==> src/rtl/ras_circular_stack.sv <==
// Return-address stack for the frontend predictor: circular buffer of call
// return targets where overflow overwrites the oldest entry.
module ras_circular_stack #(
  parameter  int DEPTH = 2,
  parameter  int VLEN  = 32,
  localparam int CW    = $clog2(DEPTH + 1),
  localparam int PW    = (DEPTH > 1) ? $clog2(DEPTH) : 1
) (
  input  logic            clk_i,
  input  logic            rst_i,
  input  logic            flush_i,
  input  logic            push_i,
  input  logic            pop_i,
  input  logic [VLEN-1:0] data_i,
  output logic            top_valid_o,
  output logic [VLEN-1:0] top_addr_o,
  output logic [CW-1:0]   count_o
);

  logic [VLEN-1:0] r_mem [DEPTH];
  logic [PW-1:0]   r_tp;
  logic [CW-1:0]   r_cnt;

  logic [PW-1:0]   w_tpInc;
  logic [PW-1:0]   w_tpDec;
  logic            w_empty;
  logic            w_full;
  logic            w_doPush;
  logic            w_doSwap;
  logic            w_doPop;

  // Explicit wrap compares so non-power-of-two depths stay within 0..DEPTH-1.
  assign w_tpInc = (r_tp == PW'(DEPTH - 1)) ? '0 : r_tp + 1'b1;
  assign w_tpDec = (r_tp == '0) ? PW'(DEPTH - 1) : r_tp - 1'b1;

  assign w_empty  = (r_cnt == '0);
  assign w_full   = (r_cnt == CW'(DEPTH));
  assign w_doPush = !flush_i && push_i && (!pop_i || w_empty);
  assign w_doSwap = !flush_i && push_i && pop_i && !w_empty;
  assign w_doPop  = !flush_i && !push_i && pop_i && !w_empty;

  always_ff @(posedge clk_i or posedge rst_i) begin
    if (rst_i) begin
      r_tp  <= '0;
      r_cnt <= '0;
      for (int i = 0; i < DEPTH; i++) begin
        r_mem[i] <= '0;
      end
    end else begin
      if (flush_i) begin
        r_cnt <= '0;
      end else if (w_doPush) begin
        r_tp           <= w_tpInc;
        r_mem[w_tpInc] <= data_i;
        if (!w_full) begin
          r_cnt <= r_cnt + 1'b1;
        end
      end else if (w_doSwap) begin
        r_mem[r_tp] <= data_i;
      end else if (w_doPop) begin
        r_tp  <= w_tpDec;
        r_cnt <= r_cnt - 1'b1;
      end
    end
  end

  assign top_valid_o = !w_empty;
  assign top_addr_o  = r_mem[r_tp];
  assign count_o     = r_cnt;

endmodule

==> config.mk <==
export PLATFORM = sky130hd
export DESIGN_NAME = ras_circular_stack
export DESIGN_NICKNAME = d
export VERILOG_FILES = /design/src/rtl/ras_circular_stack.sv
export SDC_FILE = /design/constraint.sdc
export NUM_CORES = 1
export LEC_CHECK = 0
export ABC_AREA = 1
export BUFFER_PORTS_ARGS = -buffer_cell sky130_fd_sc_hd__buf_2
export CAP_MARGIN = 20
export CORE_MARGIN = 3
export CORE_UTILIZATION = 40
export DETAILED_ROUTE_END_ITERATION = 6
export SLEW_MARGIN = 15
export SYNTH_ARGS = -nofsm -noshare
export SYNTH_HDL_FRONTEND = slang
export SYNTH_SLANG_ARGS = --single-unit
==> constraint.sdc <==
create_clock -name clk_i -period 4.55 [get_ports clk_i]
set_clock_uncertainty 0.2 [all_clocks]
set_input_delay 0.6825 -clock clk_i [delete_from_list [all_inputs] [get_ports clk_i]]
set_output_delay 0.6825 -clock clk_i [all_outputs]
set_load 0.05 [all_outputs]
-- Word-level counts from Yosys, hierarchy flattened
Index checks and enable logic that the tools add are counted.
- input port bits: 37
- output and inout port bits: 35
- register bits after elaboration: 67
- eq/ne operators: 4
- multiplexer cells: 21
- reduce and logical (&&, ||, !) cells: 21
- $lt $le $gt $ge: 4
- add/subtract/negate cells: 4
- bitwise logic cells: 3
- operator list (kind ; number):
    $mux W32 ; 5
    $bwmux W64 ; 2
    $mux W64 ; 2
    $demux W32 S1 ; 2
    $mux W2 ; 5
    $logic_and A1 B1 Y1 ; 9
    $ne A3 B3 Y1 const B ; 2
    $reduce_and A3 Y1 ; 2
    $mux W1 ; 5
    $ge A2 B2 Y1 const B ; 2
    $logic_not A1 Y1 ; 4
    $lt A2 B1 Y1 const B ; 2
    $not A1 Y2 ; 2
    $reduce_bool A2 Y1 ; 2
    $reduce_bool A3 Y1 ; 1
    $add A2 B1 Y2 const B ; 1
    $eq A2 B2 Y1 const B ; 1
    $logic_not A2 Y1 ; 1
    $ne A2 B2 Y1 const B ; 1
    $reduce_and A2 Y1 ; 1
    $sub A2 B1 Y2 const B ; 1
    $add A1 B1 Y1 const B ; 1
    $logic_or A1 B1 Y1 ; 1
    $not A1 Y1 ; 1
    $sub A1 B1 Y1 const B ; 1

-- Logic depth before layout (Yosys ltp)
Gate-level depths: netlist of run 1.
- depth after elaboration: 9
- mapped depth: 13
- mapped depth without buffers: 10

-- Least setup slack after synthesis of run 1
No wires, ideal clock.
- kind: register to register
- start point: register r_cnt[1], in the netlist count_o[1]
- end point: register r_mem[0] (netlist bit)
- path buffers: 3
- data arrival time: 2151 ps
- cell stages (with the launch flop): 12
- setup slack: 2082 ps
- data required time: 4233 ps
- cell sequence: dfrtp_1 -> o21ai_2 -> nand2_4 -> buf_6 -> buf_6 -> ha_1 -> inv_1 -> nor2_2 -> inv_1 -> clkbuf_1 -> nand2_1 -> nand2_1
- word-level cells in the longest chain between the ends: 5
- ends and longest elaborated chain (item ; RTL line ; RTL):
    from (decl) ; 22 ; logic [CW-1:0] r_cnt;
    from (signal assigned) ; 56 ; r_cnt <= r_cnt + 1'b1;
    from (signal assigned) ; 62 ; r_cnt <= r_cnt - 1'b1;
    $logic_not A2 Y1 * ; 36 ; assign w_empty = (r_cnt == '0);
    $logic_or A1 B1 Y1 or $logic_not A1 Y1 (tied branches) ; 38, 39 ;
    $logic_and A1 B1 Y1, on equally long branches ; 38, 39 ;
    $reduce_bool A2 Y1 (no line) ; -- ;
    $reduce_and A2 Y1 (no line) ; -- ;
    to (signal, indexed assignment) ; 54 ; r_mem[w_tpInc] <= data_i;
    to (signal, indexed assignment) ; 59 ; r_mem[r_tp] <= data_i;
    to (decl) ; 20 ; logic [VLEN-1:0] r_mem [DEPTH];
Mark *: on every way between the ends. The rest lies on a longest branch, timed or not.
A chain may end at the register's enable or synchronous reset.

-- Worst setup path in the final report of run 1
- start point: register r_tp
- end point: output port top_addr_o[22]
- word-level cells in the longest chain between the ends: 4
- ends and longest elaborated chain (item ; RTL line ; RTL):
    from (decl) ; 21 ; logic [PW-1:0] r_tp;
    from (signal assigned) ; 53 ; r_tp <= w_tpInc;
    from (signal assigned) ; 61 ; r_tp <= w_tpDec;
    $not A1 Y2 (not written as such) ; 68 ; assign top_addr_o = r_mem[r_tp];
    $mux W32 (not written as such) (3 in series) ; 68 ;
    to (decl) ; 16 ; output logic [VLEN-1:0] top_addr_o,
Every way passes these cells. The select of a mux whose other input is x is not followed.

==> results of run 1 <==
## cell families after synthesis
| logic type | after synthesis |
|---|---|
| adder cells (fa/ha/maj) | 1 |
| buffers and inverters | 90 |
| AND/OR/NAND/NOR | 506 |
| AO/OA/AOI/OAI | 35 |
| flip-flops | 67 |
## tightest hold or removal path, delay by kind of cell (launching register included)
family / cells / cell delay, ps
flops: 1 / 340
simple gates: 2 / 100
## power breakdown
| part | internal, uW | switching, uW |
|---|---|---|
| combinational | 484 | 1450 |
| sequential | 860 | 140 |
| clock | 219 | 221 |
| total | 1560 | 1810 |
## through the flow
stage	cells	power, uW	hold WS, ps	cell area [um2]
after global routing	883	3680	298	4830
after CTS	883	3420	284	4830
after detailed placement	869	2970	265	4670
after global placement	869	2930	261	4670
final	883	3380	279	4830
after floorplan	699	2550	249	4330
## flip-flops by register name, indices dropped and copies added, names as in the netlist
name / cells
r_tp: 1
r_mem: 64
count_o: 2
## routing by layer
metal	share of wire, %	up-vias
met4	0.47	2
met3	4.2	6
met5	0.12	-
met2	47	72
met1	48	1914
li1	-	2181
## area by class of cell
type | instances | area [um2]
clock inverters | 3 | 15.0
well taps | 136 | 170
multi-input cells | 542 | 2230
fillers | 1139 | 5580
flip-flops and latches | 67 | 1680
clock buffers | 11 | 151
inverters | 46 | 173
repair buffers | 78 | 408
## path summary, 6_finish.rpt
kind / endpoint / depth (start not counted)
worst max-delay path: top_addr_o[22] / 5
worst min-delay path: r_mem[63] / 2
worst max register to register: r_mem[59] / 8
worst min register to register: r_mem[63] / 2
max in group asynchronous: r_tp / 3
min in group asynchronous: r_mem[1] / 2
## cell usage in the layout (no fill, tap or decap), drive strengths merged
master	count
buf	78
clkbuf	11
clkinv	3
dfrtp	67
ha	1
inv	46
nand2	442
nand3	37
nor2	27
o21ai	35
==> flow_summary.toml, run 1 <==
[worst_setup_path]
end_kind = "primary output"
cp_top_family = "buffers and inverters"
worst-path-buf-inv = 3
reg2reg_slack_ps = 1800
critPathLaunch = "r_tp"
critPathMaxFanout = 36
cp.arrival_ps = 2140
crit_chain = "inv_2, buf_4, nand2_1, nand2_1, buf_2"
crit_type = "reg -> out"
critPathSlowestCell = "dfrtp_4"
worstReg2RegStart = "count_o[0]"
slowest_delay_ps = 480
cp_common_cell = "nand2_1"
worstPathRequired_ps = 3670
crit_path_start_kind = "flip-flop"

[yosys]
synth_top_family_by_area = "simple AND/OR/NAND/NOR gates"
synth.most_common_cell = "nand2_1"
synth_area_per_cell_um2 = 6.20
synth_common_cells = "nand2_1, dfrtp_1, inv_1, nand3_1, nor2_1"
synthAdderAreaFrac_pct = 0.289
syn-cell-area_um2 = 4330
ys_seq_area_share_pct = 38.7
ys_seq_elements = 67
synth_top_area_cell = "dfrtp_1"
synthDistinctLibCells = 16
async_reset_ff_share_pct = 100
yosys-top-cells-area = "dfrtp_1, nand2_1, nand3_1"
syn_inst = 699
synth_ff_type = "dfrtp_1"
synthXorXnorAreaFrac_pct = 0
syn_nets = 737
yosysWarnings = 0
synth_edf_count = 0
synth_mux_area_share_pct = 0
synth_top_area_share_pct = 38.7
synth_compound_area_share_pct = 5.69
yosys.area_share.simple_pct = 45.4

[timing]
fmax_mhz = 331
final-setup-viol-count = 0
tightestPinTransition_ps = 1060
rsz0062_at_grt = "no"
tns_ps = 0
layout_setup_ws_ps = 1530
hold_viol = 0
relSlewSlack_pct = 29.5
period_needed_ps = 3020
period_share_pct = 66.4
drv_slew = 0

[power_and_ir_drop]
irDropWorstVdd_mv = 0.312
p_leak_uw = 0.00299
p_per_area_nw_per_um2 = 699

[detailed_routing]
drtIter0Drc = 254
via_count = 4175
drtAntennaViolNets = 0
dr.pass1.iters = 5
vias_per_cell = 4.73
wire_per_inst_um = 12.6
drc = 0
routed_wl_um = 11100

[global_route]
met1_usage_pct = 26.8
grt_overflow_total = 0
met2_usage_pct = 31.8
gr-max-usage-layer = "met2"
grt_max_degree = 107
antenna_found_initial = 1
grt_pass1_vias = 3955
grt_pass1_wl_um = 18800
grtUsageMet3_pct = 4.02
grt_use_total_pct = 19.5

[clock_tree]
worst_skew_pair.late_latency_ps = 330
cts_root_buf = "clkbuf_8"
htreeDepth = 3
path_clk_slew_ps = 70
clockBufferDepth = 2
cts_made_buffers = 9
cts_tree = "yes"
postCtsHoldBufs = 0
cts_setup_buffers = 0
cts_sinks = 67
cts.repair.resized = 0

[die]
rows = 37
initial_core_util_pct = 41.6
die_h_um = 110
core_um2 = 10400
dieArea_um2 = 12100
io_pins = 72
die_x_um = 110

[hold_path]
timing.hold.worst.start = "r_mem[63]"
hold_path.class = "reg -> reg"

[layout]
post-route-util_pct = 46.4
fin_nets = 782
area_growth_pct = 11.5
final_layout_size_suffix_gt1_share_pct = 16.3
num_antenna_cells = 0

[status]
status = "finished clean"

[run]
max_cap_violations = 0

[placement]
place.gp.congestion = 0.762
pre_cts_ws_ps = 1420
dp_hpwl_um = 6710
io_buffer_count = 71
No activity file was read; power rests on OpenSTA's default activity.
==> run 2: changes to the inputs <==
clock period = 3 ns   (was 4.55 ns; I/O delays follow)
==> flow_summary.toml, run 2 (synthesis results as in run 1) <==
[layout]
post-route-util_pct = 47.8
num_antenna_cells = 0
finalNonFillerCells = 887
fillers = 1106
area_growth_pct = 14.8
final_common_cell = "nand2_1"
final_layout_size_suffix_gt1_share_pct = 16.4
largest_reg_flops = 64
fin_nets = 784
top_register = "r_mem"
layout_common_cells = "nand2_1, buf_2, dfrtp_1, inv_1, nand3_1"

[worst_setup_path]
critPathMaxFanout = 101
cp.arrival_ps = 2750
rr_worst_depth = 8
crit_type = "reg -> reg"
end_kind = "flip-flop"
worstPathRequired_ps = 3040
crit_path_start_kind = "flip-flop"

[timing]
period_needed_ps = 2710
hold_viol = 0
fmax_mhz = 368
period_share_pct = 90.5
drv_slew = 0
final-setup-viol-count = 0
tns_ps = 0
hold_ws_ps = 194
rsz0062_at_grt = "no"
relSlewSlack_pct = 29.0
tightestPinTransition_ps = 1060

[placement]
placedCellCount = 870
place.gp.congestion = 0.769
dp_hpwl_um = 6690
io_buffer_count = 71

[status]
status = "finished clean"

[hold_path]
worstHoldPathCells = 4
hold_path.class = "in -> reg"

[detailed_routing]
vias_per_cell = 4.78
wl_met1_um = 5090
wire_per_inst_um = 12.5
met2_length_um = 5250
drtIter0Drc = 275
drc = 0
top_layer = "met5"
via_count = 4240
drtAntennaViolNets = 0
dr_wl_met3_um = 587
routed_wl_um = 11100
dr.pass1.iters = 4

[clock_tree]
clockBufferDepth = 2
worst_skew_pair.late_latency_ps = 340
path_clk_slew_ps = 70
cts_setup_buffers = 0
cts_tree = "yes"
cts_sinks = 67
cts_root_buf = "clkbuf_8"
cts_made_buffers = 9
htreeDepth = 3
cts.repair.resized = 0
postCtsHoldBufs = 1

[power_and_ir_drop]
p_leak_uw = 0.00305
irDropWorstVdd_mv = 0.855
p_per_area_nw_per_um2 = 1080

[die]
dieArea_um2 = 12100
core_um2 = 10400
rows = 37
die_x_um = 110
die_h_um = 110
io_pins = 72
initial_core_util_pct = 41.6

[global_route]
grt_pass1_vias = 3940
grt_pass1_wl_um = 18800
grt_max_degree = 107
antenna_found_initial = 1
grt_use_total_pct = 19.6
grt_overflow_total = 0

[run]
max_cap_violations = 0
run 2: cell count changes in the layout (fill, tap and decap cells not counted), sizes merged:
| cell | delta |
|---|---|
| buf | +1 |
| clkbuf | +1 |
| bufinv | +2 |
| clkinv | -2 |
| dlygate4sd3 | +1 |
| clkinvlp | +1 |
run 2: layer usage:
| layer | vias to the layer above | global-route usage [%] |
|---|---|---|
| li1 | 2190 | - |
| met1 | 1955 | 25.3 |
| met2 | 81 | 31.8 |
| met3 | 12 | 4.31 |
| met4 | 2 | 8.10 |
| met5 | - | 0 |
run 2: worst max-delay path: stages (launching register included):
cell	delay [ps]
dfrtp_1	460
o21ai_2	120
nand2_4	70
buf_4	800
inv_2	560
nand2_1	170
nand2_1	70
nand2_1	60
nand2_1	50
run 2: final cells by class:
| type | instances | area, um2 | share of cell area (%) |
|---|---|---|---|
| Inverter | 46 | 173 | 3.47 |
| Clock inverter | 4 | 72.6 | 1.46 |
| Multi-Input combinational cell | 542 | 2230 | 44.9 |
| Tap cell | 136 | 170 | 3.42 |
| Sequential cell | 67 | 1680 | 33.8 |
| Clock buffer | 12 | 155 | 3.12 |
| Timing Repair Buffer | 80 | 490 | 9.86 |
run 2: path summary, 6_finish.rpt:
kind / to / startpoint / slack (ps)
setup reg to reg: r_mem[17] / count_o[1] / 290
hold / removal: count_o[0] / flush_i / 190
hold reg to reg: r_mem[0] / r_mem[0] / 280
max in group asynchronous: r_tp / rst_i / 1760
min in group asynchronous: r_mem[34] / rst_i / 520
setup / recovery: r_mem[17] / count_o[1] / 290
run 2: power by group:
group / total [uW] / switching (uW) / internal (uW)
registers: 1530 / 225 / 1310
clock network: 875 / 362 / 513
logic: 2970 / 2200 / 771
run 2: per-stage QoR:
| step | power (uW) | cell area (um2) | setup WS, ps |
|---|---|---|---|
| 6_report | 5370 | 4980 | 286 |
| 2_1_floorplan | 3870 | 4330 | 532 |
| 5_1_grt | 5820 | 4980 | 55.7 |
| 3_3_place_gp | 4450 | 4680 | 213 |
| 4_1_cts | 5440 | 4980 | 320 |
| 3_5_place_dp | 4540 | 4740 | 128 |
==> run 3: changes to the inputs <==
CORE_MARGIN = unset   (was 3)
SLEW_MARGIN = unset   (was 15)
==> flow_summary.toml, run 3 (synthesis results as in run 1) <==
[status]
status = "finished clean"

[layout]
finalNonFillerCells = 886
largest_reg_flops = 64
area_growth_pct = 12.2
fin_nets = 785
fillers = 1091
final_layout_size_suffix_gt1_share_pct = 16.1
final_common_cell = "nand2_1"
layout_common_cells = "nand2_1, buf_2, dfrtp_1, inv_1, nand3_1"
top_register = "r_mem"
num_antenna_cells = 0

[worst_setup_path]
rr_worst_depth = 9
worstPathRequired_ps = 2350
critPathMaxFanout = 106
worstReg2RegStart = "count_o[0]"
r2r_end = "count_o[1]"
cp.arrival_ps = 2070
crit_type = "reg -> out"
reg2reg_slack_ps = 540
end_kind = "primary output"
crit_path_start_kind = "flip-flop"

[power_and_ir_drop]
p_per_area_nw_per_um2 = 1050
irDropWorstVdd_mv = 0.630
p_leak_uw = 0.00300

[placement]
place.gp.congestion = 0.748
placedCellCount = 871
io_buffer_count = 71
dp_hpwl_um = 6560

[global_route]
grt_pass1_vias = 3881
grt_pass1_wl_um = 18800
antenna_found_initial = 0
grt_use_total_pct = 21.1
grt_max_degree = 107
grt_overflow_total = 0

[hold_path]
worstHoldPathCells = 4
holdPathEnd = "count_o[0]"
timing.hold.worst.start = "flush_i"
hold_path.class = "in -> reg"

[clock_tree]
cts_setup_buffers = 0
cts_tree = "yes"
worst_skew_pair.late_latency_ps = 330
path_clk_slew_ps = 70
htreeDepth = 3
cts_sinks = 67
cts_root_buf = "clkbuf_8"
clockBufferDepth = 2
cts_made_buffers = 9

[detailed_routing]
vias_per_cell = 4.76
drtIter0Drc = 274
via_count = 4214
wire_per_inst_um = 12.4
routed_wl_um = 11000
drc = 0
drtAntennaViolNets = 0
dr.pass1.iters = 5

[timing]
tightestPinTransition_ps = 1030
tns_ps = 0
period_needed_ps = 2720
fmax_mhz = 367
hold_viol = 0
period_share_pct = 90.7
rsz0062_at_grt = "no"
relSlewSlack_pct = 31.4
final-setup-viol-count = 0
drv_slew = 0

[die]
rows = 37
die_h_um = 106
initial_core_util_pct = 41.6
core_um2 = 10400
io_pins = 72
dieArea_um2 = 11300
die_x_um = 106

[run]
max_cap_violations = 0
## run 3: cell type report
class,count,area [um2],area share (%)
Multi-Input combinational cell,542,2220,45.8
Timing Repair Buffer,81,465,9.57
Clock inverter,3,17.5,0.360
Sequential cell,67,1680,34.6
Inverter,46,173,3.55
Clock buffer,11,131,2.70
Tap cell,136,170,3.50
## run 3: where the power goes
| part | leakage [uW] | switching, uW | internal, uW |
|---|---|---|---|
| combinational | 0.00205 | 2200 | 748 |
| clock | 0.0000750 | 336 | 289 |
| sequential | 0.000878 | 215 | 1310 |
## run 3: metal layers
metal / up-vias / track usage (%) / part of all wire [%]
met5: - / 0 / 0
met4: 0 / 6.94 / 0.46
met3: 5 / 2.76 / 5.3
met2: 104 / 33.5 / 46
met1: 1919 / 29.8 / 49
li1: 2186 / - / -
## run 3: how the worst max path moves through the flow
stage | start | end | slack (ps) | cells past startpoint
final | r_tp | top_addr_o[21] | 280 | 4
after global placement | flush_i | count_o[1] | 420 | 12
after global routing | r_tp | top_addr_o[30] | 90 | 4
after floorplan | count_o[1] | r_mem[0] | 530 | 11
after CTS | r_tp | top_addr_o[21] | 260 | 4
after detailed placement | flush_i | count_o[1] | 390 | 12
## run 3: worst max-delay path, stage by stage, from the launching register on
cell,delay [ps]
dfrtp_4,410
buf_4,790
nand2_1,120
nand2_1,140
buf_2,270
## run 3: timing repair
item,4_1_cts,5_1_grt
endpoints found under the hold margin,15,0
hold buffers,1,0
gates resized for setup,0,0
endpoints found under the setup margin,0,0
## run 3: through the flow
stage	instance area, um2	utilization (%)	power [uW]	hold slack, ps	worst slack (ps)
after detailed placement	4700	45.2	4490	265	385
after global routing	4860	46.7	5520	215	92.9
after floorplan	4330	-	3870	249	532
final	4860	46.7	5090	215	278
after CTS	4860	46.7	5140	194	258
after global placement	4680	44.9	4430	262	424
